## src/rtl/audio_sample_pacer_if.sv

```systemverilog
// Bundle of control, FIFO and audio-output signals between the pacer and its surroundings.
// The pacer connects through the slave modport; the driving environment uses master.
interface audio_sample_pacer_if;
  logic              enable;
  logic              mute;
  logic              clear_underrun;
  logic              fifo_empty;
  logic              fifo_rden;
  logic [31:0]       fifo_q;
  logic [1:0][15:0]  audio_sample_word;
  logic              clk_audio;
  logic              sample_strobe;
  logic              underrun;
  logic [15:0]       underrun_count;

  modport master (
    output enable, mute, clear_underrun, fifo_empty, fifo_q,
    input  fifo_rden, audio_sample_word, clk_audio, sample_strobe, underrun, underrun_count
  );

  modport slave (
    input  enable, mute, clear_underrun, fifo_empty, fifo_q,
    output fifo_rden, audio_sample_word, clk_audio, sample_strobe, underrun, underrun_count
  );
endinterface

```

## src/rtl/audio_sample_pacer.sv

```systemverilog
// Paces stereo audio samples out of a FIFO at an exact average AUDIO_RATE derived from
// clk_pixel by a fractional accumulator; repeats the last sample and counts underruns.
module audio_sample_pacer #(
  parameter int unsigned CLK_HZ     = 75_000_000,
  parameter int unsigned AUDIO_RATE = 48_000
) (
  input  logic                  i_clk_pixel,
  input  logic                  i_reset,
  audio_sample_pacer_if.slave   io_bus
);

  // CLK_HZ < 2^31 and AUDIO_RATE <= CLK_HZ/4 keep acc + AUDIO_RATE inside 32 bits.
  localparam logic [31:0] LP_CLK  = 32'(CLK_HZ);
  localparam logic [31:0] LP_RATE = 32'(AUDIO_RATE);
  localparam logic [31:0] LP_HALF = 32'(CLK_HZ / 2);

  typedef enum logic [0:0] {
    ST_IDLE = 1'b0,
    ST_WAIT = 1'b1
  } state_t;

  state_t       r_state;
  state_t       w_state_next;
  logic [31:0]  r_acc;
  logic [31:0]  w_sum;
  logic [31:0]  w_acc_next;
  logic         w_tick;
  logic         w_rden;
  logic         w_miss;
  logic         r_clk_audio;
  logic [31:0]  r_word;
  logic         r_underrun;
  logic [15:0]  r_underrun_count;

  // Fractional accumulator: tick on the cycle whose add would reach CLK_HZ.
  always_comb begin
    w_sum      = r_acc + LP_RATE;
    w_tick     = 1'b0;
    w_acc_next = 32'd0;
    if (io_bus.enable) begin
      if (w_sum >= LP_CLK) begin
        w_tick     = 1'b1;
        w_acc_next = w_sum - LP_CLK;
      end else begin
        w_acc_next = w_sum;
      end
    end else begin
      w_acc_next = 32'd0;
    end
  end

  // Read sequencer next-state and FIFO read / underrun decode.
  always_comb begin
    w_state_next = r_state;
    w_rden       = 1'b0;
    w_miss       = 1'b0;
    case (r_state)
      ST_IDLE: begin
        if (w_tick) begin
          if (!io_bus.fifo_empty) begin
            w_rden       = 1'b1;
            w_state_next = ST_WAIT;
          end else begin
            w_miss       = 1'b1;
          end
        end else begin
          w_state_next = ST_IDLE;
        end
      end
      ST_WAIT: begin
        w_state_next = ST_IDLE;
      end
      default: begin
        w_state_next = ST_IDLE;
      end
    endcase
  end

  // Accumulator, sample clock and sequencer state registers.
  always_ff @(posedge i_clk_pixel) begin
    if (i_reset) begin
      r_acc       <= 32'd0;
      r_clk_audio <= 1'b0;
      r_state     <= ST_IDLE;
    end else begin
      r_acc       <= w_acc_next;
      r_clk_audio <= (w_acc_next >= LP_HALF);
      r_state     <= w_state_next;
    end
  end

  // Sample capture one cycle after the read; a reset in WAIT drops the capture.
  always_ff @(posedge i_clk_pixel) begin
    if (i_reset) begin
      r_word <= 32'd0;
    end else if (r_state == ST_WAIT) begin
      r_word <= io_bus.mute ? 32'd0 : io_bus.fifo_q;
    end else begin
      r_word <= r_word;
    end
  end

  // Underrun pulse and saturating counter; clear wins over a same-cycle increment.
  always_ff @(posedge i_clk_pixel) begin
    if (i_reset) begin
      r_underrun       <= 1'b0;
      r_underrun_count <= 16'd0;
    end else begin
      r_underrun <= w_miss;
      if (io_bus.clear_underrun) begin
        r_underrun_count <= 16'd0;
      end else if (w_miss && (r_underrun_count != 16'hFFFF)) begin
        r_underrun_count <= r_underrun_count + 16'd1;
      end else begin
        r_underrun_count <= r_underrun_count;
      end
    end
  end

  assign io_bus.fifo_rden         = w_rden;
  assign io_bus.sample_strobe     = w_tick;
  assign io_bus.audio_sample_word = r_word;
  assign io_bus.clk_audio         = r_clk_audio;
  assign io_bus.underrun          = r_underrun;
  assign io_bus.underrun_count    = r_underrun_count;

endmodule

```

## src/flat_wrapper.sv

```systemverilog
// flat-port wrapper written by rule: the top's interface ports become plain ports
module audio_sample_pacer_flat 
#(
  parameter int unsigned CLK_HZ     = 75_000_000,
  parameter int unsigned AUDIO_RATE = 48_000
)
  (i_clk_pixel, i_reset, io_bus_enable, io_bus_mute, io_bus_clear_underrun, io_bus_fifo_empty, io_bus_fifo_q, io_bus_fifo_rden, io_bus_audio_sample_word, io_bus_clk_audio, io_bus_sample_strobe, io_bus_underrun, io_bus_underrun_count);
  audio_sample_pacer_if io_bus_i ();
  input  logic i_clk_pixel;
  input  logic i_reset;
  input wire logic [$bits(io_bus_i.enable)-1:0] io_bus_enable;
  input wire logic [$bits(io_bus_i.mute)-1:0] io_bus_mute;
  input wire logic [$bits(io_bus_i.clear_underrun)-1:0] io_bus_clear_underrun;
  input wire logic [$bits(io_bus_i.fifo_empty)-1:0] io_bus_fifo_empty;
  input wire logic [$bits(io_bus_i.fifo_q)-1:0] io_bus_fifo_q;
  output wire logic [$bits(io_bus_i.fifo_rden)-1:0] io_bus_fifo_rden;
  output wire logic [$bits(io_bus_i.audio_sample_word)-1:0] io_bus_audio_sample_word;
  output wire logic [$bits(io_bus_i.clk_audio)-1:0] io_bus_clk_audio;
  output wire logic [$bits(io_bus_i.sample_strobe)-1:0] io_bus_sample_strobe;
  output wire logic [$bits(io_bus_i.underrun)-1:0] io_bus_underrun;
  output wire logic [$bits(io_bus_i.underrun_count)-1:0] io_bus_underrun_count;
  assign io_bus_i.enable = io_bus_enable;
  assign io_bus_i.mute = io_bus_mute;
  assign io_bus_i.clear_underrun = io_bus_clear_underrun;
  assign io_bus_i.fifo_empty = io_bus_fifo_empty;
  assign io_bus_i.fifo_q = io_bus_fifo_q;
  assign io_bus_fifo_rden = io_bus_i.fifo_rden;
  assign io_bus_audio_sample_word = io_bus_i.audio_sample_word;
  assign io_bus_clk_audio = io_bus_i.clk_audio;
  assign io_bus_sample_strobe = io_bus_i.sample_strobe;
  assign io_bus_underrun = io_bus_i.underrun;
  assign io_bus_underrun_count = io_bus_i.underrun_count;
  audio_sample_pacer #(.CLK_HZ(CLK_HZ), .AUDIO_RATE(AUDIO_RATE)) u_core (.i_clk_pixel(i_clk_pixel), .i_reset(i_reset), .io_bus(io_bus_i));
endmodule
```

## config.mk

```make
export PLATFORM = sky130hd
export DESIGN_NAME = audio_sample_pacer_flat
export DESIGN_NICKNAME = d
export VERILOG_FILES = /design/src/rtl/audio_sample_pacer_if.sv /design/src/rtl/audio_sample_pacer.sv /design/src/flat_wrapper.sv
export SDC_FILE = /design/constraint.sdc
export NUM_CORES = 1
export LEC_CHECK = 0
export ABC_AREA = 1
export CAP_MARGIN = 20
export CORE_MARGIN = 4
export CORE_UTILIZATION = 48
export CTS_CLUSTER_DIAMETER = 100
export DETAILED_ROUTE_END_ITERATION = 10
export PLACE_DENSITY = 0.77
export SLEW_MARGIN = 20
export SYNTH_ARGS = -nofsm -noshare
export SYNTH_HDL_FRONTEND = slang
export SYNTH_SLANG_ARGS = --single-unit
```

## constraint.sdc

```tcl
create_clock -name i_clk_pixel -period 3 [get_ports i_clk_pixel]
set_clock_uncertainty 0.1 [all_clocks]
set_input_delay 0.3 -clock i_clk_pixel [delete_from_list [all_inputs] [get_ports i_clk_pixel]]
set_output_delay 0.3 -clock i_clk_pixel [all_outputs]
set_load 0.01 [all_outputs]
```

==> impl_results.md <==
- Status: finished with violations
- Violated checks: negative setup slack
- Final setup violation count: 1
- Tightest Pin Transition: a little over 900 ps
- Post-route design area: about 7100 um2
- Site Rows: 36
- FF-to-FF path depth: 25
- Worst r2r src: u_core.r_acc[8]
- CTS tree: done
- Mapped Area: 5000 um2
- Yosys reg bits: between 70 and 80
- Asr flop ratio synth: 0%
- Crit Path Class: reg -> reg
- RSZ-0062 raised after global routing: true
- Met2 Use GR: a little over 40%
- Hold Vio Cnt, Final: 0
- Min-delay src: i_reset
- Crit path max fanout: 9
- Synthesized area per cell: approximately 6.3 um2
- GR Util met1: between 30% and 40%
- Worst path arrival time: approximately 3300 ps
- Post-synthesis sequential area ratio: 31.3%
- Tot GR Track Use: 25.8%
- Clk buf depth: 2
- Max-slew violation count: 0
- Antenna violations before repair: 0
- Worst IR Drop VDD: around 0.26 mV
- Worst-Skew Late Latency: roughly 370 ps
- Setup crit end kind: flop
- Die Wd: ~110 um
- IO Pins: 90
- Synthesized instance count: between 700 and 800
- Tcrit/Tclk final: 102%
- Num CTS Buffers: 9
- R2r endpoint: u_core.io_bus.clk_audio
- Clk pin slew, worst setup/hold paths: 80 ps
- First-pass GRT wire length: between 20 and 25 mm
- Share of cells above drive strength 1: 24.7%
- LEAKAGE: 2.97 nW
- Sink Count: between 70 and 80
- Final #Nets: about 980
- Largest net degree at the start of global routing: 62
- Buffers on Ports: approximately 90
- Synthesis Warnings: 0
- Core box area: 9950 um2
- Dpl cell area: between 6000 and 7000 um2
- Number of max-cap violations: 0
- Synth-to-layout area growth: 41.6%
- Main synth FF type: dfxtp_1
- Minimum clock period: 3050 ps
- Post-route DRC violation count: 0
- Ant diodes: 0
- Initial Util: between 50% and 60%
- Final GP Congestion: 1.05
- Detail Placement HPWL: around 11 mm
- Die area: 12100 um2
- Core Util, Final: a little under three quarters
- Vias: just under 6000
- GRT overflow: 0
- PD cells: roughly 340 nW/um2
- Vias per cell: 5.45
- Wirelength per Cell: between 15 and 20 um
- Top Usage Layer GRT: met2
- Clock H-tree levels: 3
- Max Freq: approximately 330 MHz
- Die span in y: 110 um
- M3 GR Usage: between 7 and 8%
- Hold Crit Endpoint: u_core.io_bus.underrun_count[5]
- Setup TNS: -50.3 ps
- Root buffer cell: clkbuf_8
- Worst path required time: between 3000 and 4000 ps
- Number of global-route vias before repair: around 5400
- WL final: 16.5 mm
- Worst hold path cell count: 4
- Initial DRC Count: between 500 and 600
- Net Count, Synth: approximately 840
- Critical Path Start Type: flop
- Count of cell types in the netlist: 41
- Most common cell after layout, fill and taps aside: nand2_1
- Slew headroom: 39.5%
- Post-synth EDFFs: 0
- Most frequent cells in the layout: nand2_1 (200), nand3_1 (97), clkdlybuf4s50_1 (86), dfxtp_1 (69), nor2_1 (68)
- First-pass DRT Iterations: 5
- Min-delay worst type: in -> reg
- R2r setup slk: -50 ps
- Routed Antenna Nets: 0
- Final worst slack: -50.3 ps
==> cell families (layout without fill, tap and decap cells) <==
| family | count (synthesis) | after routing | share of synthesized area (%) |
|---|---|---|---|
| xor+xnor | 18 | 18 | 3.61 |
| flops | 78 | 78 | 31.3 |
| fa+ha+maj | 4 | 4 | 1.00 |
| compound gates | 71 | 71 | 7.66 |
| buf+inv | 116 | 262 | 9.49 |
| simple gates | 512 | 512 | 47.0 |
==> what timing repair did <==
action | in CTS | in global routing
gates cloned | 0 | 1
pin swaps | 15 | 36
gates resized for setup | 38 | 89
hold buffers | 0 | 0
endpoints found under the setup margin | 7 | 17
setup buffers | 6 | 19
==> power by group <==
part           internal (mW)  switching, mW
logic                  0.179          0.238
clock network          0.514          0.415
registers               1.04         0.0105
==> cell type report <==
| type | count | area [um2] |
|---|---|---|
| flip-flops and latches | 78 | 1570 |
| clock inverters | 5 | 81.3 |
| repair buffers | 158 | 1450 |
| clock buffers | 11 | 151 |
| fillers | 765 | 2880 |
| well taps | 133 | 166 |
| multi-input cells | 605 | 3320 |
| inverters | 88 | 333 |
==> worst max path at each step <==
stage | from | slack, ps | endpoint
after global routing | u_core.r_acc[8] | -220 | u_core.io_bus.clk_audio
after floorplan | u_core.r_acc[7] | 230 | u_core.io_bus.clk_audio
after CTS | u_core.r_acc[7] | 5 | u_core.io_bus.clk_audio
after global placement | u_core.r_acc[7] | -60 | u_core.io_bus.clk_audio
final | u_core.r_acc[8] | -50 | u_core.io_bus.clk_audio
after detailed placement | u_core.r_acc[8] | -180 | u_core.io_bus.clk_audio
==> Yosys cell counts, types with 5 or more instances <==
cell type  count  area share [%]
nand2_2       15             1.9
nor3_1        17             1.7
nor2_1        87             6.5
nand3_2        5             1.0
nand3_1      107              11
inv_1         70             5.3
o21ai_0        6            0.60
clkbuf_1      18             1.4
dfxtp_1       78              31
a21oi_1       52             5.2
inv_2         17             1.3
nand2_1      231              17
nor4_1         6            0.75
xnor2_1        7             1.2
nor2_2         9             1.1
nand4_1       19             2.4
xor2_1         8             1.4
==> layer usage <==
metal | vias up | share of wire [%] | wire length (um)
met5 | - | 0 | 0
met4 | 0 | 3.9 | 636
met3 | 57 | 10 | 1680
met2 | 317 | 47 | 7720
met1 | 2646 | 39 | 6420
li1 | 2859 | - | -
==> worst max-delay path: stages, from the launching register on <==
cell	delay (ps)
dfxtp_2	350
inv_2	50
ha_4	260
inv_1	50
or2_1	230
nor2_2	100
nand2_1	90
nand2_2	110
nand2_2	60
nand3_2	80
nand3_2	100
nand3_2	90
nand2_2	80
nand2_4	110
nand2_8	80
buf_12	150
buf_6	140
nand2_2	60
nand2_2	60
nor2_2	120
nand2_1	60
nor2_1	100
nand3_1	80
nand3_1	80
nand2_1	60
a21oi_2	120
==> metrics by stage <==
| stage | setup slack [ps] | hold WS, ps | cells | total power, mW |
|---|---|---|---|---|
| 2_1_floorplan | 230 | 277 | 799 | 1.28 |
| 3_3_place_gp | -55.8 | 325 | 1036 | 1.41 |
| 3_5_place_dp | -180 | 331 | 1036 | 1.42 |
| 4_1_cts | 4.79 | 171 | 1058 | 2.34 |
| 5_1_grt | -215 | 193 | 1078 | 2.48 |
| 6_report | -50.3 | 176 | 1078 | 2.40 |
==> sequential cells by signal, indices dropped and copies added (netlist names) <==
name                             flops
u_core.r_state                       1
u_core.io_bus.underrun               1
u_core.io_bus.audio_sample_word     32
u_core.io_bus.underrun_count        16
u_core.io_bus.clk_audio              1
u_core.r_acc                        27
(Power assumes the default switching activity.)
